<file path="config.mk">
export PLATFORM = sky130hd
export DESIGN_NAME = axi_lite_xbar_flat
export DESIGN_NICKNAME = d
export VERILOG_FILES = /design/src/rtl/axi_lite_xbar_if.sv /design/src/rtl/axi_lite_xbar.sv /design/src/flat_wrapper.sv
export SDC_FILE = /design/constraint.sdc
export NUM_CORES = 1
export LEC_CHECK = 0
export CAP_MARGIN = 20
export CORE_AREA = 2 2 225 227
export DETAILED_ROUTE_END_ITERATION = 16
export DIE_AREA = 0 0 227 229
export GPL_ROUTABILITY_DRIVEN = 1
export PLACE_DENSITY_LB_ADDON = 0.05
export SETUP_SLACK_MARGIN = 0.15
export SYNTH_ARGS = -nofsm -noshare
export SYNTH_HDL_FRONTEND = slang
export SYNTH_SLANG_ARGS = --single-unit
</file>
<file path="constraint.sdc">
create_clock -name clk -period 3.6 [get_ports clk]
set_input_delay 1.08 -clock clk [delete_from_list [all_inputs] [get_ports clk]]
set_output_delay 1.08 -clock clk [all_outputs]
set_load 0.02 [all_outputs]
</file>
<file path="src/rtl/axi_lite_xbar_if.sv">
// AXI-Lite channel bundle shared by the crossbar, its upstream master and its slaves.
// Carries the five valid/ready channels with 32-bit address/data and a 4-bit byte mask.
interface axi_lite_if;
    logic [31:0] araddr;
    logic        arvalid;
    logic        arready;
    logic [31:0] rdata;
    logic [1:0]  rresp;
    logic        rvalid;
    logic        rready;
    logic [31:0] awaddr;
    logic        awvalid;
    logic        awready;
    logic [31:0] wdata;
    logic [3:0]  wmask;
    logic        wvalid;
    logic        wready;
    logic [1:0]  bresp;
    logic        bvalid;
    logic        bready;

    modport master (
        output araddr, arvalid, rready, awaddr, awvalid, wdata, wmask, wvalid, bready,
        input  arready, rdata, rresp, rvalid, awready, wready, bresp, bvalid
    );
    modport slave (
        input  araddr, arvalid, rready, awaddr, awvalid, wdata, wmask, wvalid, bready,
        output arready, rdata, rresp, rvalid, awready, wready, bresp, bvalid
    );
endinterface

</file>
<file path="src/rtl/axi_lite_xbar.sv">
// One-master, three-slave AXI-Lite crossbar (SRAM, UART, CLINT) with independent read and
// write FSMs, zero-latency combinational routing and an internal error responder.
module axi_lite_xbar (
    input logic       clk,
    input logic       reset,
    axi_lite_if.slave  m,
    axi_lite_if.master sram,
    axi_lite_if.master uart,
    axi_lite_if.master clint
);
    localparam logic [1:0] SEL_SRAM  = 2'd0;
    localparam logic [1:0] SEL_UART  = 2'd1;
    localparam logic [1:0] SEL_CLINT = 2'd2;
    localparam logic [1:0] SEL_ERR   = 2'd3;

    typedef enum logic [1:0] {RD_IDLE, RD_BUSY, RD_ERR} rd_state_t;
    typedef enum logic [1:0] {WR_IDLE, WR_BUSY, WR_ERR_W, WR_ERR_B} wr_state_t;

    // UART and CLINT windows are each one 8-byte aligned block, so compare above bit 3.
    function automatic logic [1:0] decode(input logic [31:0] addr);
        if (addr[31:27] == 5'b10000)        return SEL_SRAM;
        if (addr[31:3] == 29'h1400_007F)    return SEL_UART;
        if (addr[31:3] == 29'h1400_0009)    return SEL_CLINT;
        return SEL_ERR;
    endfunction

    rd_state_t  rd_state, rd_next;
    wr_state_t  wr_state, wr_next;
    logic [1:0] rd_sel, wr_sel;
    logic [1:0] rd_dec, wr_dec;

    logic [2:0]  s_arvalid, s_arready, s_rvalid, s_rready;
    logic [2:0]  s_awvalid, s_awready, s_wvalid, s_wready, s_bvalid, s_bready;
    logic [31:0] s_rdata [3];
    logic [1:0]  s_rresp [3];
    logic [1:0]  s_bresp [3];

    assign rd_dec = decode(m.araddr);
    assign wr_dec = decode(m.awaddr);

    assign s_arready = {clint.arready, uart.arready, sram.arready};
    assign s_rvalid  = {clint.rvalid,  uart.rvalid,  sram.rvalid};
    assign s_awready = {clint.awready, uart.awready, sram.awready};
    assign s_wready  = {clint.wready,  uart.wready,  sram.wready};
    assign s_bvalid  = {clint.bvalid,  uart.bvalid,  sram.bvalid};
    assign s_rdata = '{sram.rdata, uart.rdata, clint.rdata};
    assign s_rresp = '{sram.rresp, uart.rresp, clint.rresp};
    assign s_bresp = '{sram.bresp, uart.bresp, clint.bresp};

    assign {clint.arvalid, uart.arvalid, sram.arvalid} = s_arvalid;
    assign {clint.rready,  uart.rready,  sram.rready}  = s_rready;
    assign {clint.awvalid, uart.awvalid, sram.awvalid} = s_awvalid;
    assign {clint.wvalid,  uart.wvalid,  sram.wvalid}  = s_wvalid;
    assign {clint.bready,  uart.bready,  sram.bready}  = s_bready;

    // Payload fields go to every slave; only valid/ready decide who actually transfers.
    assign sram.araddr  = m.araddr;  assign uart.araddr  = m.araddr;  assign clint.araddr  = m.araddr;
    assign sram.awaddr  = m.awaddr;  assign uart.awaddr  = m.awaddr;  assign clint.awaddr  = m.awaddr;
    assign sram.wdata   = m.wdata;   assign uart.wdata   = m.wdata;   assign clint.wdata   = m.wdata;
    assign sram.wmask   = m.wmask;   assign uart.wmask   = m.wmask;   assign clint.wmask   = m.wmask;

    always_ff @(posedge clk) begin
        if (reset) begin
            rd_state <= RD_IDLE;
            rd_sel   <= SEL_SRAM;
        end else begin
            rd_state <= rd_next;
            if (rd_state == RD_IDLE && m.arvalid && m.arready) rd_sel <= rd_dec;
        end
    end

    always_comb begin
        rd_next = rd_state;
        case (rd_state)
            RD_IDLE: if (m.arvalid && m.arready) rd_next = (rd_dec == SEL_ERR) ? RD_ERR : RD_BUSY;
            RD_BUSY: if (m.rvalid && m.rready)   rd_next = RD_IDLE;
            RD_ERR:  if (m.rready)               rd_next = RD_IDLE;
            default: rd_next = RD_IDLE;
        endcase
    end

    // Everything is forced quiet while reset is held so a stale state cannot leak a response.
    always_comb begin
        s_arvalid = '0;
        s_rready  = '0;
        m.arready = 1'b0;
        m.rvalid  = 1'b0;
        m.rdata   = '0;
        m.rresp   = '0;
        if (!reset) begin
            case (rd_state)
                RD_IDLE: begin
                    for (int i = 0; i < 3; i++) begin
                        if (rd_dec == 2'(i)) begin
                            s_arvalid[i] = m.arvalid;
                            m.arready    = s_arready[i];
                        end
                    end
                    if (rd_dec == SEL_ERR) m.arready = 1'b1;
                end
                RD_BUSY: begin
                    for (int i = 0; i < 3; i++) begin
                        if (rd_sel == 2'(i)) begin
                            m.rvalid    = s_rvalid[i];
                            m.rdata     = s_rdata[i];
                            m.rresp     = s_rresp[i];
                            s_rready[i] = m.rready;
                        end
                    end
                end
                RD_ERR: begin
                    m.rvalid = 1'b1;
                    m.rresp  = 2'b11;
                end
                default: ;
            endcase
        end
    end

    always_ff @(posedge clk) begin
        if (reset) begin
            wr_state <= WR_IDLE;
            wr_sel   <= SEL_SRAM;
        end else begin
            wr_state <= wr_next;
            if (wr_state == WR_IDLE && m.awvalid && m.awready) wr_sel <= wr_dec;
        end
    end

    always_comb begin
        wr_next = wr_state;
        case (wr_state)
            WR_IDLE: begin
                if (m.awvalid && m.awready) begin
                    if (wr_dec != SEL_ERR) wr_next = WR_BUSY;
                    else                   wr_next = m.wvalid ? WR_ERR_B : WR_ERR_W;
                end
            end
            WR_BUSY:  if (m.bvalid && m.bready) wr_next = WR_IDLE;
            WR_ERR_W: if (m.wvalid)             wr_next = WR_ERR_B;
            WR_ERR_B: if (m.bready)             wr_next = WR_IDLE;
            default:  wr_next = WR_IDLE;
        endcase
    end

    always_comb begin
        s_awvalid = '0;
        s_wvalid  = '0;
        s_bready  = '0;
        m.awready = 1'b0;
        m.wready  = 1'b0;
        m.bvalid  = 1'b0;
        m.bresp   = '0;
        if (!reset) begin
            case (wr_state)
                WR_IDLE: begin
                    for (int i = 0; i < 3; i++) begin
                        if (wr_dec == 2'(i)) begin
                            s_awvalid[i] = m.awvalid;
                            s_wvalid[i]  = m.awvalid && m.wvalid;
                            m.awready    = s_awready[i];
                            m.wready     = m.awvalid && s_wready[i];
                        end
                    end
                    if (wr_dec == SEL_ERR) begin
                        m.awready = 1'b1;
                        m.wready  = m.awvalid;
                    end
                end
                WR_BUSY: begin
                    for (int i = 0; i < 3; i++) begin
                        if (wr_sel == 2'(i)) begin
                            s_wvalid[i] = m.wvalid;
                            m.wready    = s_wready[i];
                            m.bvalid    = s_bvalid[i];
                            m.bresp     = s_bresp[i];
                            s_bready[i] = m.bready;
                        end
                    end
                end
                WR_ERR_W: m.wready = 1'b1;
                WR_ERR_B: begin
                    m.bvalid = 1'b1;
                    m.bresp  = 2'b11;
                end
                default: ;
            endcase
        end
    end
endmodule

</file>
<file path="src/flat_wrapper.sv">
// flat-port wrapper written by rule: the top's interface ports become plain ports
module axi_lite_xbar_flat 
  (clk, reset, m_araddr, m_arvalid, m_rready, m_awaddr, m_awvalid, m_wdata, m_wmask, m_wvalid, m_bready, m_arready, m_rdata, m_rresp, m_rvalid, m_awready, m_wready, m_bresp, m_bvalid, sram_araddr, sram_arvalid, sram_rready, sram_awaddr, sram_awvalid, sram_wdata, sram_wmask, sram_wvalid, sram_bready, sram_arready, sram_rdata, sram_rresp, sram_rvalid, sram_awready, sram_wready, sram_bresp, sram_bvalid, uart_araddr, uart_arvalid, uart_rready, uart_awaddr, uart_awvalid, uart_wdata, uart_wmask, uart_wvalid, uart_bready, uart_arready, uart_rdata, uart_rresp, uart_rvalid, uart_awready, uart_wready, uart_bresp, uart_bvalid, clint_araddr, clint_arvalid, clint_rready, clint_awaddr, clint_awvalid, clint_wdata, clint_wmask, clint_wvalid, clint_bready, clint_arready, clint_rdata, clint_rresp, clint_rvalid, clint_awready, clint_wready, clint_bresp, clint_bvalid);
  axi_lite_if m_i ();
  axi_lite_if sram_i ();
  axi_lite_if uart_i ();
  axi_lite_if clint_i ();
  input logic clk;
  input logic reset;
  input wire logic [$bits(m_i.araddr)-1:0] m_araddr;
  input wire logic [$bits(m_i.arvalid)-1:0] m_arvalid;
  input wire logic [$bits(m_i.rready)-1:0] m_rready;
  input wire logic [$bits(m_i.awaddr)-1:0] m_awaddr;
  input wire logic [$bits(m_i.awvalid)-1:0] m_awvalid;
  input wire logic [$bits(m_i.wdata)-1:0] m_wdata;
  input wire logic [$bits(m_i.wmask)-1:0] m_wmask;
  input wire logic [$bits(m_i.wvalid)-1:0] m_wvalid;
  input wire logic [$bits(m_i.bready)-1:0] m_bready;
  output wire logic [$bits(m_i.arready)-1:0] m_arready;
  output wire logic [$bits(m_i.rdata)-1:0] m_rdata;
  output wire logic [$bits(m_i.rresp)-1:0] m_rresp;
  output wire logic [$bits(m_i.rvalid)-1:0] m_rvalid;
  output wire logic [$bits(m_i.awready)-1:0] m_awready;
  output wire logic [$bits(m_i.wready)-1:0] m_wready;
  output wire logic [$bits(m_i.bresp)-1:0] m_bresp;
  output wire logic [$bits(m_i.bvalid)-1:0] m_bvalid;
  output wire logic [$bits(sram_i.araddr)-1:0] sram_araddr;
  output wire logic [$bits(sram_i.arvalid)-1:0] sram_arvalid;
  output wire logic [$bits(sram_i.rready)-1:0] sram_rready;
  output wire logic [$bits(sram_i.awaddr)-1:0] sram_awaddr;
  output wire logic [$bits(sram_i.awvalid)-1:0] sram_awvalid;
  output wire logic [$bits(sram_i.wdata)-1:0] sram_wdata;
  output wire logic [$bits(sram_i.wmask)-1:0] sram_wmask;
  output wire logic [$bits(sram_i.wvalid)-1:0] sram_wvalid;
  output wire logic [$bits(sram_i.bready)-1:0] sram_bready;
  input wire logic [$bits(sram_i.arready)-1:0] sram_arready;
  input wire logic [$bits(sram_i.rdata)-1:0] sram_rdata;
  input wire logic [$bits(sram_i.rresp)-1:0] sram_rresp;
  input wire logic [$bits(sram_i.rvalid)-1:0] sram_rvalid;
  input wire logic [$bits(sram_i.awready)-1:0] sram_awready;
  input wire logic [$bits(sram_i.wready)-1:0] sram_wready;
  input wire logic [$bits(sram_i.bresp)-1:0] sram_bresp;
  input wire logic [$bits(sram_i.bvalid)-1:0] sram_bvalid;
  output wire logic [$bits(uart_i.araddr)-1:0] uart_araddr;
  output wire logic [$bits(uart_i.arvalid)-1:0] uart_arvalid;
  output wire logic [$bits(uart_i.rready)-1:0] uart_rready;
  output wire logic [$bits(uart_i.awaddr)-1:0] uart_awaddr;
  output wire logic [$bits(uart_i.awvalid)-1:0] uart_awvalid;
  output wire logic [$bits(uart_i.wdata)-1:0] uart_wdata;
  output wire logic [$bits(uart_i.wmask)-1:0] uart_wmask;
  output wire logic [$bits(uart_i.wvalid)-1:0] uart_wvalid;
  output wire logic [$bits(uart_i.bready)-1:0] uart_bready;
  input wire logic [$bits(uart_i.arready)-1:0] uart_arready;
  input wire logic [$bits(uart_i.rdata)-1:0] uart_rdata;
  input wire logic [$bits(uart_i.rresp)-1:0] uart_rresp;
  input wire logic [$bits(uart_i.rvalid)-1:0] uart_rvalid;
  input wire logic [$bits(uart_i.awready)-1:0] uart_awready;
  input wire logic [$bits(uart_i.wready)-1:0] uart_wready;
  input wire logic [$bits(uart_i.bresp)-1:0] uart_bresp;
  input wire logic [$bits(uart_i.bvalid)-1:0] uart_bvalid;
  output wire logic [$bits(clint_i.araddr)-1:0] clint_araddr;
  output wire logic [$bits(clint_i.arvalid)-1:0] clint_arvalid;
  output wire logic [$bits(clint_i.rready)-1:0] clint_rready;
  output wire logic [$bits(clint_i.awaddr)-1:0] clint_awaddr;
  output wire logic [$bits(clint_i.awvalid)-1:0] clint_awvalid;
  output wire logic [$bits(clint_i.wdata)-1:0] clint_wdata;
  output wire logic [$bits(clint_i.wmask)-1:0] clint_wmask;
  output wire logic [$bits(clint_i.wvalid)-1:0] clint_wvalid;
  output wire logic [$bits(clint_i.bready)-1:0] clint_bready;
  input wire logic [$bits(clint_i.arready)-1:0] clint_arready;
  input wire logic [$bits(clint_i.rdata)-1:0] clint_rdata;
  input wire logic [$bits(clint_i.rresp)-1:0] clint_rresp;
  input wire logic [$bits(clint_i.rvalid)-1:0] clint_rvalid;
  input wire logic [$bits(clint_i.awready)-1:0] clint_awready;
  input wire logic [$bits(clint_i.wready)-1:0] clint_wready;
  input wire logic [$bits(clint_i.bresp)-1:0] clint_bresp;
  input wire logic [$bits(clint_i.bvalid)-1:0] clint_bvalid;
  assign m_i.araddr = m_araddr;
  assign m_i.arvalid = m_arvalid;
  assign m_i.rready = m_rready;
  assign m_i.awaddr = m_awaddr;
  assign m_i.awvalid = m_awvalid;
  assign m_i.wdata = m_wdata;
  assign m_i.wmask = m_wmask;
  assign m_i.wvalid = m_wvalid;
  assign m_i.bready = m_bready;
  assign m_arready = m_i.arready;
  assign m_rdata = m_i.rdata;
  assign m_rresp = m_i.rresp;
  assign m_rvalid = m_i.rvalid;
  assign m_awready = m_i.awready;
  assign m_wready = m_i.wready;
  assign m_bresp = m_i.bresp;
  assign m_bvalid = m_i.bvalid;
  assign sram_araddr = sram_i.araddr;
  assign sram_arvalid = sram_i.arvalid;
  assign sram_rready = sram_i.rready;
  assign sram_awaddr = sram_i.awaddr;
  assign sram_awvalid = sram_i.awvalid;
  assign sram_wdata = sram_i.wdata;
  assign sram_wmask = sram_i.wmask;
  assign sram_wvalid = sram_i.wvalid;
  assign sram_bready = sram_i.bready;
  assign sram_i.arready = sram_arready;
  assign sram_i.rdata = sram_rdata;
  assign sram_i.rresp = sram_rresp;
  assign sram_i.rvalid = sram_rvalid;
  assign sram_i.awready = sram_awready;
  assign sram_i.wready = sram_wready;
  assign sram_i.bresp = sram_bresp;
  assign sram_i.bvalid = sram_bvalid;
  assign uart_araddr = uart_i.araddr;
  assign uart_arvalid = uart_i.arvalid;
  assign uart_rready = uart_i.rready;
  assign uart_awaddr = uart_i.awaddr;
  assign uart_awvalid = uart_i.awvalid;
  assign uart_wdata = uart_i.wdata;
  assign uart_wmask = uart_i.wmask;
  assign uart_wvalid = uart_i.wvalid;
  assign uart_bready = uart_i.bready;
  assign uart_i.arready = uart_arready;
  assign uart_i.rdata = uart_rdata;
  assign uart_i.rresp = uart_rresp;
  assign uart_i.rvalid = uart_rvalid;
  assign uart_i.awready = uart_awready;
  assign uart_i.wready = uart_wready;
  assign uart_i.bresp = uart_bresp;
  assign uart_i.bvalid = uart_bvalid;
  assign clint_araddr = clint_i.araddr;
  assign clint_arvalid = clint_i.arvalid;
  assign clint_rready = clint_i.rready;
  assign clint_awaddr = clint_i.awaddr;
  assign clint_awvalid = clint_i.awvalid;
  assign clint_wdata = clint_i.wdata;
  assign clint_wmask = clint_i.wmask;
  assign clint_wvalid = clint_i.wvalid;
  assign clint_bready = clint_i.bready;
  assign clint_i.arready = clint_arready;
  assign clint_i.rdata = clint_rdata;
  assign clint_i.rresp = clint_rresp;
  assign clint_i.rvalid = clint_rvalid;
  assign clint_i.awready = clint_awready;
  assign clint_i.wready = clint_wready;
  assign clint_i.bresp = clint_bresp;
  assign clint_i.bvalid = clint_bvalid;
  axi_lite_xbar u_core (.clk(clk), .reset(reset), .m(m_i), .sram(sram_i), .uart(uart_i), .clint(clint_i));
endmodule
</file>
After elaboration in Yosys (flattened, before gate mapping). Index checks and enable logic that the tools add are counted.

Bits in latches: 0. ROM bits: 0. Bits in registers: 8. Memories kept: 0. Memory bits (writable): 0.

Reduce and logical (&&, ||, !) cells: 20. Bitwise logic cells: 0. Equal/unequal tests: 29. Multiply operators: 0. Add/subtract/negate cells: 0. Divide/modulo/power cells: 0. Order comparisons: 0. Shift operators: 0. Multiplexer cells: 110.

Operator list (number): $mux W32 (5); $eq A29 B29 Y1 const B (4); $mux W1 (59); $mux W2 (29); $mux W3 (9); $eq A2 B2 Y1 const B (9); $eq A2 B1 Y1 const B (6); $logic_and A1 B1 Y1 (12); $logic_not A2 Y1 (6); $ne A2 B2 Y1 const B (6); $eq A5 B5 Y1 const B (2); $pmux W2 S2 (2); $pmux W2 S4 (1); $pmux W2 S3 (1); $pmux W3 S2 (1); $ne A2 B1 Y1 const B (2); $pmux W1 S2 (2); $reduce_and A4 Y1 (1); $pmux W1 S3 (1); $reduce_and A3 Y1 (1).

Longest topological paths before layout.
Depth in word-level cells: 18. Gate-level depth with buffers: 8. Gate-level depth less buffers: 8.

Least setup slack after synthesis. No wires, ideal clock.

Kind: input port to output port. Start point: input port m_awaddr[13]. End point: output port m_awready. Path slack: -0.270 ns. Cell stages on the path: 5. Data arrival time: 2.790 ns. Required time: 2.520 ns. Buffers on the path: 0. Path through: nor4_2 nand4_2 or3_4 o32ai_2 nor3b_1.

Longest elaborated chain between the ends: 14. Elaborated cells between the ends (all ways): 22. Those cells by class: eq/ne (5); mux (16); reduce/logical (1).

Ends and longest elaborated chain: start, declared (line flat_wrapper.sv:13) `input wire logic [$bits(m_i.awaddr)-1:0] m_awaddr;`; $eq A29 B29 Y1 (line axi_lite_xbar.sv:23) `if (addr[31:3] == 29'h1400_0009) return SEL_CLINT;`; $mux W1 (2 in series) (line axi_lite_xbar.sv:23); $mux W1 (line axi_lite_xbar.sv:22) `if (addr[31:3] == 29'h1400_007F) return SEL_UART;`; $mux W2 (line axi_lite_xbar.sv:24) `return SEL_ERR;`; $mux W2 * (line axi_lite_xbar.sv:23); $mux W2 * (line axi_lite_xbar.sv:22); $logic_not A2 Y1 (line axi_lite_xbar.sv:158) `if (wr_dec == 2'(i)) begin`; $mux W1 (3 in series) (line axi_lite_xbar.sv:158); $mux W1 * (line axi_lite_xbar.sv:165) `if (wr_dec == SEL_ERR) begin`; $mux W1 * (line axi_lite_xbar.sv:155) `case (wr_state)`; $mux W1 * (line axi_lite_xbar.sv:154) `if (!reset) begin`; end, declared (line flat_wrapper.sv:23) `output wire logic [$bits(m_i.awready)-1:0] m_awready;`.

Mark *: on every way between the ends. The rest lies on a longest branch, timed or not. The select of a mux whose other input is x is not followed.

Final worst setup path.
Start point: input port m_awaddr[29]. End point: output port m_awready.

Longest elaborated chain between the ends: 14. Elaborated cells between the ends (all ways): 24. Those cells by class: eq/ne (6); mux (17); reduce/logical (1).

Ends and longest elaborated chain (line): $eq A29 B29 Y1 (axi_lite_xbar.sv:23); $mux W1 (2 in series) (axi_lite_xbar.sv:23); $mux W1 (axi_lite_xbar.sv:22); $mux W2 (axi_lite_xbar.sv:24); $mux W2 (axi_lite_xbar.sv:23); $mux W2 * (axi_lite_xbar.sv:22); $logic_not A2 Y1 (axi_lite_xbar.sv:158); $mux W1 (3 in series) (axi_lite_xbar.sv:158); $mux W1 * (axi_lite_xbar.sv:165); $mux W1 * (axi_lite_xbar.sv:155); $mux W1 * (axi_lite_xbar.sv:154).

Marked as above.

==> metrics.txt <==
Psw 0.7307 mW; most common cell in the netlist buf_4; synth top area cells buf_4, mux2i_1, nor2_1, a21oi_1, dfxtp_1; Die X 227 um; Initial Utilization 8.524%; CTS H-tree lvls 1; Top-Level Pins 586; internal power 0.9208 mW; Clock Latency Late Sink 230 ps; grt ovf 0; Antenna diodes 0; Final Non-Filler Cells 1522; post-DP HPWL 20220 um; Max clock buf depth 2; number of buffers added on ports 417; CP max FO 2; largest net degree at the start of global routing 36; CTS clock-pin slew for the worst setup and hold paths 40 ps; clk_skew 0.3129 ps; CP Capture Type output port; VDD IR-drop max 95.27 uV; Core Footprint 49660 um2; fmax 0.2589 GHz; Mapped Cells 619; Die Ht 229 um; worst path required time 2520 ps; residual DRC count 0; starting DRC count in detailed routing 100; Setup TNS Final -660.5 ps; crit path time final 3863 ps; CP Data Arrival Time 2780 ps; TritonCTS Buffers 3; final total power 1.652 mW; LEAKAGE 3.302 nW; Mapped Nets 852; Area growth syn-to-layout 94.44%; Final period util 107.3%; Yosys warnings 0; failing checks negative setup slack; layout cells sized above 1 31.29%; final hold vios 0; status finished, violations left; Setup Crit Path Kind input port to output port; Rel. slew slack 65.58%; FFs w/ async S/R, synth 0%; vias per inst 3.017; Avg Cell Area, Syn 6.838 um2; unrepaired setup endpoints after global routing true; fraction of power consumed by sequential logic 9.0%; Critical Path Source Type input port; worst setup margin -262.7 ps; EDFF count, synth 0; post-route ant nets 0; Cell Area, Synth 4233 um2; part of the power in combinational logic 79.6%; cell taking the most area after synthesis buf_4; hold_ws 559.1 ps; Max-cap violations 0; Placed Cells 1501; post-synth top area share 53.21%; full die area 51980 um2; global-route wire length before repair 32370 um; hold crit path type flop to flop; Setup Viol. Count Final 5; overall routing resource usage 8.239%; initial antenna violation count 2; #FFs+latches synth 8; pwr/cell area 200.7 nW/um2; Slew Limit Fails 0; Via Count 4592; clock share of power 11.4%; number of global-route vias before repair 5026; CTS tree built; sequential-to-total area share from yosys stat 3.784%; switch share 44.24%; worst slew pin tran 513.2 ps; ys flop type dfxtp_1; Cell Rows 82; Post-synth top cells buf_4, nor2_1, mux2i_1; Netlist cell types 48; aggregate routed wire length 23280 um; Pre-antenna DRT Iters 4; fin nets 1085; clock sink count 8; Post-CTS Hold Fix Bufs 0; detail-routed net length per standard cell 15.30 um; Post-Route Utilization 16.57%; GPL Wtd Cong 0.7177; root buffer cell clkbuf_16
[cell families after synthesis]
| logic type | Yosys count | synth area share [%] |
|---|---|---|
| compound gates | 63 | 9.164 |
| fa+ha+maj | 3 | 0.8869 |
| buf+inv | 327 | 55.66 |
| flops | 8 | 3.784 |
| mux | 44 | 10.43 |
| simple gates | 174 | 20.07 |
[power groups by stage]
stage	sequential [mW]	clock [mW]	combinational, mW
after floorplan	0.117	0	0.930
after global routing	0.155	0.201	1.42
after detailed placement	0.151	0	1.32
after global placement	0.152	0	1.33
final	0.148	0.189	1.31
after CTS	0.151	0.197	1.34
[routing by layer]
metal  up-vias  wire length, um  track usage (%)
li1       2193                -                -
met1      2079             8132            8.049
met2       270            12250            16.18
met3        46             2380            2.976
met4         4              485            1.920
met5         -               27                0
[final timing paths]
| check | start | to | slack, ps | depth (start not counted) |
|---|---|---|---|---|
| max | m_awaddr[29] | m_awready | -260 | 7 |
| min | u_core.rd_state[0] | u_core.rd_state[0] | 560 | 2 |
| max reg2reg | u_core.rd_state[0] | u_core.rd_state[1] | 1190 | 10 |
| min reg2reg | u_core.rd_state[0] | u_core.rd_state[0] | 560 | 2 |
[critical path: stages]
cell,delay [ps]
dlygate4sd2_1,220
nor4b_4,240
nand4_4,150
or3_4,430
o32ai_4,270
nor3b_4,240
buf_6,140
[timing repair]
item / CTS / global route
gates resized for setup: 314 / 92
endpoints found under the setup margin: 63 / 38
pin swaps: 30 / 26
endpoints found under the hold margin: 0 / 0
setup buffers: 12 / 6
[flip-flops by register name (all words and copies together) (netlist names)]
name	flops
u_core.wr_state	2
u_core.rd_state	2
u_core.wr_sel	2
u_core.rd_sel	2
[stage by stage]
| stage | setup slack (ps) | cell area (um2) |
|---|---|---|
| 2_1_floorplan | 77.38 | 4267 |
| 3_3_place_gp | -1274 | 7856 |
| 3_5_place_dp | -1292 | 7856 |
| 4_1_cts | -407.7 | 8158 |
| 5_1_grt | -401.6 | 8230 |
| 6_report | -262.7 | 8230 |
[cell usage in the layout, fill, tap and decap left out, drive strengths merged, types with 5 or more instances in the layout]
master,instances
clkdlybuf4s15,19
nor4b,7
mux2i,43
nor3,5
a211oi,7
nor4,8
buf,171
dlygate4sd2,33
nand2,25
a21oi,42
clkdlybuf4s50,299
inv,6
clkbuf,30
nor2b,6
nand3,8
dfxtp,8
nor2,95
[final cells by class]
| class | count | area (um2) |
|---|---|---|
| clock buffer | 3 | 75.07 |
| timing repair buffer | 549 | 5034 |
| fill | 5723 | 41430 |
| tap | 672 | 840.8 |
| inverter | 6 | 22.52 |
| multi-input combinational | 284 | 2096 |
| sequential | 8 | 162.7 |
(Power assumes the default switching activity.)
